File: src/rtl/unique_perm_gen.sv
// Collects unique candidate values into a first-arrival permutation table.
// A RANGE-bit occupancy bitmap is used to reject duplicates; the table is read back through a registered port.
module unique_perm_gen #(
  parameter int unsigned DATA_W = 8,
  parameter int unsigned RANGE  = 2 ** DATA_W,
  parameter int unsigned DEPTH  = RANGE,
  localparam int unsigned CNT_W  = $clog2(DEPTH + 1),
  localparam int unsigned ADDR_W = (DEPTH > 1) ? $clog2(DEPTH) : 1
) (
  input  logic              clk,
  input  logic              rst,
  input  logic              clear,
  input  logic              in_valid,
  input  logic [DATA_W-1:0] in_data,
  output logic              in_ready,
  output logic              new_pulse,
  output logic              dup_pulse,
  output logic              oor_pulse,
  output logic [CNT_W-1:0]  count,
  output logic              done,
  input  logic [ADDR_W-1:0] rd_addr,
  output logic [DATA_W-1:0] rd_data
);

  localparam int unsigned BIT_W = $clog2(RANGE);

  logic [RANGE-1:0]  bitmap;
  logic [DATA_W-1:0] table_mem [DEPTH];
  logic              in_range;
  logic [BIT_W-1:0]  bit_idx;
  logic              accept;
  logic              is_dup;
  logic              store;

  // Range check folds to a constant when every code of in_data is legal.
  generate
    if (RANGE < 2 ** DATA_W) begin : g_range_cmp
      assign in_range = ({1'b0, in_data} < (DATA_W + 1)'(RANGE));
    end else begin : g_range_full
      assign in_range = 1'b1;
    end
  endgenerate

  // Reset forces ready high so the block looks idle while held in reset.
  assign in_ready = !done || !rst;

  always_comb begin
    bit_idx = '0;
    accept  = 1'b0;
    is_dup  = 1'b0;
    store   = 1'b0;
    if (in_range) begin
      bit_idx = BIT_W'(in_data);
    end
    accept = rst && in_valid && in_ready && !clear;
    is_dup = bitmap[bit_idx];
    store  = accept && in_range && !is_dup;
  end

  always_ff @(posedge clk) begin
    if (!rst) begin
      bitmap    <= '0;
      count     <= '0;
      done      <= 1'b0;
      new_pulse <= 1'b0;
      dup_pulse <= 1'b0;
      oor_pulse <= 1'b0;
      rd_data   <= '0;
    end else begin
      new_pulse <= 1'b0;
      dup_pulse <= 1'b0;
      oor_pulse <= 1'b0;
      rd_data   <= table_mem[rd_addr];
      if (clear) begin
        bitmap <= '0;
        count  <= '0;
        done   <= 1'b0;
      end else if (accept) begin
        if (!in_range) begin
          oor_pulse <= 1'b1;
        end else if (is_dup) begin
          dup_pulse <= 1'b1;
        end else begin
          bitmap[bit_idx] <= 1'b1;
          count           <= count + CNT_W'(1);
          done            <= (count == CNT_W'(DEPTH - 1));
          new_pulse       <= 1'b1;
        end
      end
    end
  end

  // Table has no reset so it can map onto a plain RAM; clear leaves it intact.
  always_ff @(posedge clk) begin
    if (store) begin
      table_mem[ADDR_W'(count)] <= in_data;
    end
  end

endmodule

File: config.mk
export PLATFORM = sky130hd
export DESIGN_NAME = unique_perm_gen
export DESIGN_NICKNAME = d
export VERILOG_FILES = /design/src/rtl/unique_perm_gen.sv
export SDC_FILE = /design/constraint.sdc
export NUM_CORES = 2
export LEC_CHECK = 0
export ABC_CLOCK_PERIOD_IN_PS = 3850
export BUFFER_PORTS_ARGS = -buffer_cell sky130_fd_sc_hd__buf_2
export CORE_MARGIN = 3
export CORE_UTILIZATION = 63
export DETAILED_ROUTE_END_ITERATION = 12
export PLACE_DENSITY_LB_ADDON = 0.05
export SLEW_MARGIN = 10
export SYNTH_ARGS = -nofsm -noshare
export SYNTH_HDL_FRONTEND = slang
export SYNTH_SLANG_ARGS = --single-unit
File: constraint.sdc
create_clock -name clk -period 3.85 [get_ports clk]
set_input_delay 0 -clock clk [delete_from_list [all_inputs] [get_ports clk]]
set_output_delay 0 -clock clk [all_outputs]
set_load 0.1 [all_outputs]
# Word-level counts from Yosys, hierarchy flattened
# Memory sizes are Yosys's and may differ from the RTL's. A register that Yosys moved wholly into a read port is not among the register bits.
# Index checks and enable logic that the tools add are counted.
# W data, S select, Z words.
[totals] regBits=268 latch_bits=0 mem_bits_rw=2048 romBits=0 inputBits=20 out_inout_bits=22 wordCells=36 mem_count=1
[mem_list] name="table_mem" depth=256 word_bits=8 read_ports=1 rd_clocked_by_memory_dff=1 wr=1 line_no="28" text="logic [DATA_W-1:0] table_mem [DEPTH];"
[classes] addsub=1 multipliers=0 div_mod_pow=0 magnitude_cmp=2 eq_ne=1 shifts=0 n_mux=8 bitwise=4 reduce_logical=14
[ops] op="$or A256 B256 Y256" count=1
[ops] op="$add A9 B1 Y9 const B" count=1
[ops] op="$eq A9 B8 Y1 const B" count=1
[ops] op="$lt A8 B9 Y1 const B" count=1
[ops] op="$bmux W1 S8" count=1
[ops] op="$demux W1 S8" count=1
[ops] op="$ge A8 B1 Y1 const B" count=1
[ops] op="$mux W1" count=6
[ops] op="$logic_and A1 B1 Y1" count=5
[ops] op="$logic_not A1 Y1" count=5
[ops] op="$not A1 Y1" count=3
[ops] op="$reduce_or A3 Y1" count=1
[ops] op="$reduce_and A2 Y1" count=1
[ops] op="$reduce_or A2 Y1" count=1
[ops] op="$logic_or A1 B1 Y1" count=1

# Depth between registers and ports, before layout
[logic_depth] word_depth=7 depth_mapped=14 mapped_depth_nobuf=8

# Least setup slack after synthesis
# Ideal clock, no wire load.
[synth_timing] path_kind="input -> register" startpoint="in in_data[0]" endpoint="mem table_mem[103][0] (enable)" arrival_time_ns=2.876 required_ns=3.467 slack_ns=0.591 stages=11 n_path_buf=5 cell_sequence="buf_6 -> buf_6 -> buf_6 -> mux4_2 -> a22o_1 -> nor4_1 -> o211a_2 -> o211ai_1 -> buf_2 -> buf_2 -> nor3_1"
[synth_between] elab_chain_len=6
[synth_lines] element="start: declaration" line_no="14" text="input logic [DATA_W-1:0] in_data,"
[synth_lines] element="$bmux W1 S8" line_no="56" text="is_dup = bitmap[bit_idx];"
[synth_lines] element="$mux W1 (implied by the code)" line_no="56"
[synth_lines] element="$logic_not A1 Y1" line_no="57" text="store = accept && in_range && !is_dup;"
[synth_lines] element="$logic_and A1 B1 Y1" line_no="57"
[synth_lines] element="$mux W1" line_no="95" text="if (store) begin"
[synth_lines] element="$mux W1 (implied by the code)" line_no="96" text="table_mem[ADDR_W'(count)] <= in_data;"
[synth_lines] element="end: declaration" line_no="28"
# Every way passes these cells. The select of a mux whose other input is x is not followed.

# Worst setup path after layout
[layout_timing] startpoint="reg bitmap[44]" endpoint="mem table_mem[19][1] (enable)"
[layout_between] elab_chain_len=6
[layout_lines] element="start: declaration" line_no="27" text="logic [RANGE-1:0] bitmap;"
[layout_lines] element="start signal: assignment" line_no="62" text="bitmap <= '0;"
[layout_lines] element="start signal: assignment" line_no="75" text="bitmap <= '0;"
[layout_lines] element="start signal: indexed assignment" line_no="84" text="bitmap[bit_idx] <= 1'b1;"
[layout_lines] element="$bmux W1 S8" line_no="56"
[layout_lines] element="$mux W1 (implied by the code)" line_no="56"
[layout_lines] element="$logic_not A1 Y1" line_no="57"
[layout_lines] element="$logic_and A1 B1 Y1" line_no="57"
[layout_lines] element="$mux W1" line_no="95"
[layout_lines] element="$mux W1 (implied by the code)" line_no="96"
# Every way passes these cells. The select of a mux whose other input is x is not followed.

==> out/results.txt <==
Initial Util - 63.5%
number of buffers added on ports - 40
VDD IR-drop max - 0.000493 V
initial DRC count - 5,591
WL per Instance - 32.7 um
DR vias/cell - 6.98
Clock power frac - 40.5%
Hold Fails Final Rpt - 0
most frequent cells in the layout - 2,048 x edfxtp_1, 736 x mux4_2, 276 x dfxtp_1
Async SR Flop Fraction - 0%
length of the first detailed-routing pass in iterations - 5
I/O pins - 42
RSZ-0062 raised after global routing - true
initial antenna violation count - 12
CTS tree - built
outcome - finished clean
Final Skew - 0.0304 ns
setup TNS - 0 ns
sequential share of the synthesized area - 73.4%
GPL Wtd Cong - 0.812
synthesized cell area - 91,300 um^2
Setup-failing EPs final - 0
largest net degree at the start of global routing - 196
leak pwr - 32.5 nW
layout cells sized above 1 - 29.2%
Final WS setup - 0.101 ns
Root Driver - clkbuf_16
final core occ - 70.9%
nets - 4,446
Ys Warns - 0
Syn-to-layout area delta - 11.7%
die area - 149,000 um^2
ys flop type - edfxtp_1
die height - 387 um
critical path startpoint category - flip-flop
most common cell after layout, fill and taps aside - edfxtp_1
Worst-Margin Slew - 1.45 ns
Slew headroom - 3.58%
clk_lat worst skew - 0.82 ns
total power - 50.7 mW
worst min path class - input pin to flip-flop
die width - 387 um
crit-path max FO - 13
DRC - 0
num rows - 139
combinational share of power - 5.4%
Switching Share - 21.1%
endpoint class of the critical path - flip-flop
Mapped Cells - 4,278
Synthesized Nets - 4,303
DR vias - 45,400
P_sw - 10.7 mW
post-synth cell types - 49
endpoint arrival time on the critical path - 4.18 ns
P per Cell Area - 497 nW/um^2
clock sink count - 2,324
antenna viol nets, final - 0
hpwl dp - 127,000 um
Peak Freq - 0.267 GHz
Worst R2R Setup Slack - 0.10 ns
Post-synth EDFFs - 2,048
Num CTS Buffers - 221
Fin Hold WS - 0.0804 ns
Synth Register Bits - 2,324
max_cap viols - 0
dpl ws - -0.193 ns
Worst Setup Path Type - flip-flop to flip-flop
gr ovfl total - 0
P_int - 40.0 mW
vias in the first global route - 45,600
Req. time, crit path - 4.28 ns
power share of the sequential group - 54.1%
Mapped Avg Cell Area - 21.3 um^2
first-pass GRT wire length - 316,000 um
Final period util - 97.4%
H-tree lvl count - 4
clock buffer depth - 3
Worst-path clk slew - 0.06 ns
routed wire length - 213,000 um
Final Max Tran Viols - 0
core area - 144,000 um^2
Min Clock Period, post-route - 3.75 ns
Global Route Usage Sum - 29.0%
-- sequential cells by signal (all words and copies together) (netlist names) --
| signal | cells |
|---|---|
| count | 9 |
| dup_pulse | 1 |
| new_pulse | 1 |
| bitmap | 256 |
| done | 1 |
| rd_data | 8 |
| table_mem | 2048 |
-- per-layer routing --
layer	GRT usage, %	wire, um
met2	45.4	104000
met4	7.39	4980
met1	43.5	85500
met5	0	27
met3	5.05	18100
-- path summary, 6_finish.rpt --
check | startpoint | cells after the start | end
worst max-delay path | bitmap[44] | 9 | table_mem[19][1]
worst max register to register | bitmap[44] | 9 | table_mem[19][1]
worst min register to register | bitmap[222] | 1 | bitmap[222]
worst min-delay path | in_data[0] | 4 | bitmap[161]
-- timing repair --
action,4_1_cts,5_1_grt
setup endpoints to repair,12,337
hold buffers,19,0
gates cloned,0,0
pin swaps,0,2
gates resized for setup,1,36
hold endpoints to repair,684,0
buffers inserted,0,2
-- through the flow --
stage               instances  cell area [um^2]
floorplan                4278             91300
global placement         6080             94700
detailed placement       6080             94700
CTS                      6507            102000
global route             6509            102000
finish                   6512            102000
-- synth_stat cells, types with 6 or more instances --
cell type  instances  area [um^2]
nor2b_1           11         68.8
o211a_1            8         80.1
buf_6             28          315
nor2_1           149          559
o21ai_0            7         35.0
mux4_2           736        16600
inv_1              7         26.3
nand3_1           21          105
nor3_1            67          335
buf_2             70          350
and3_1           192         1200
nand2b_1           8         50.1
mux2_2            13          146
mux2i_1           21          210
nand2_1           54          203
buf_1             50          188
edfxtp_1        2048        61500
dfxtp_1          276         5530
o22ai_1            6         37.5
clkbuf_1         187          702
a32o_1           256         2560
a21oi_1            6         30.0
-- layout make-up --
type	instances	area, um^2
clock inverter	115	880
antenna	3	7.51
clock buffer	293	5930
timing repair buffer	260	2740
sequential	2324	67000
fill	8681	41700
multi-input combinational	1606	22900
inverter	8	42.5
tap	1903	2380
-- worst max-delay path: stages, from the launching register on --
cell	delay, ns
dfxtp_1	0.32
mux4_2	0.46
mux2i_1	0.17
o22ai_1	0.12
o41ai_1	0.50
o211a_2	0.31
o211ai_1	0.14
buf_12	0.26
buf_12	0.18
nor3_1	0.89
-- power by group through the flow --
stage | Combinational [mW] | Clock (mW) | Sequential [mW]
floorplan | 1.42 | 0 | 28.0
global placement | 2.70 | 0 | 27.9
detailed placement | 2.72 | 0 | 27.9
CTS | 2.75 | 20.8 | 27.4
global route | 2.85 | 21.8 | 27.4
finish | 2.73 | 20.5 | 27.4
-- logic make-up after synthesis --
logic type	count (synthesis)	synth area share [%]
flip-flops	2324	73.4
multiplexers	770	18.6
AND/OR/NAND/NOR	517	2.87
buffers and inverters	348	1.78
AO/OA/AOI/OAI	313	3.29
adder cells (fa/ha/maj)	5	0.0685
other	1	0.00411
Note: power is estimated with default switching activity, not from simulation.
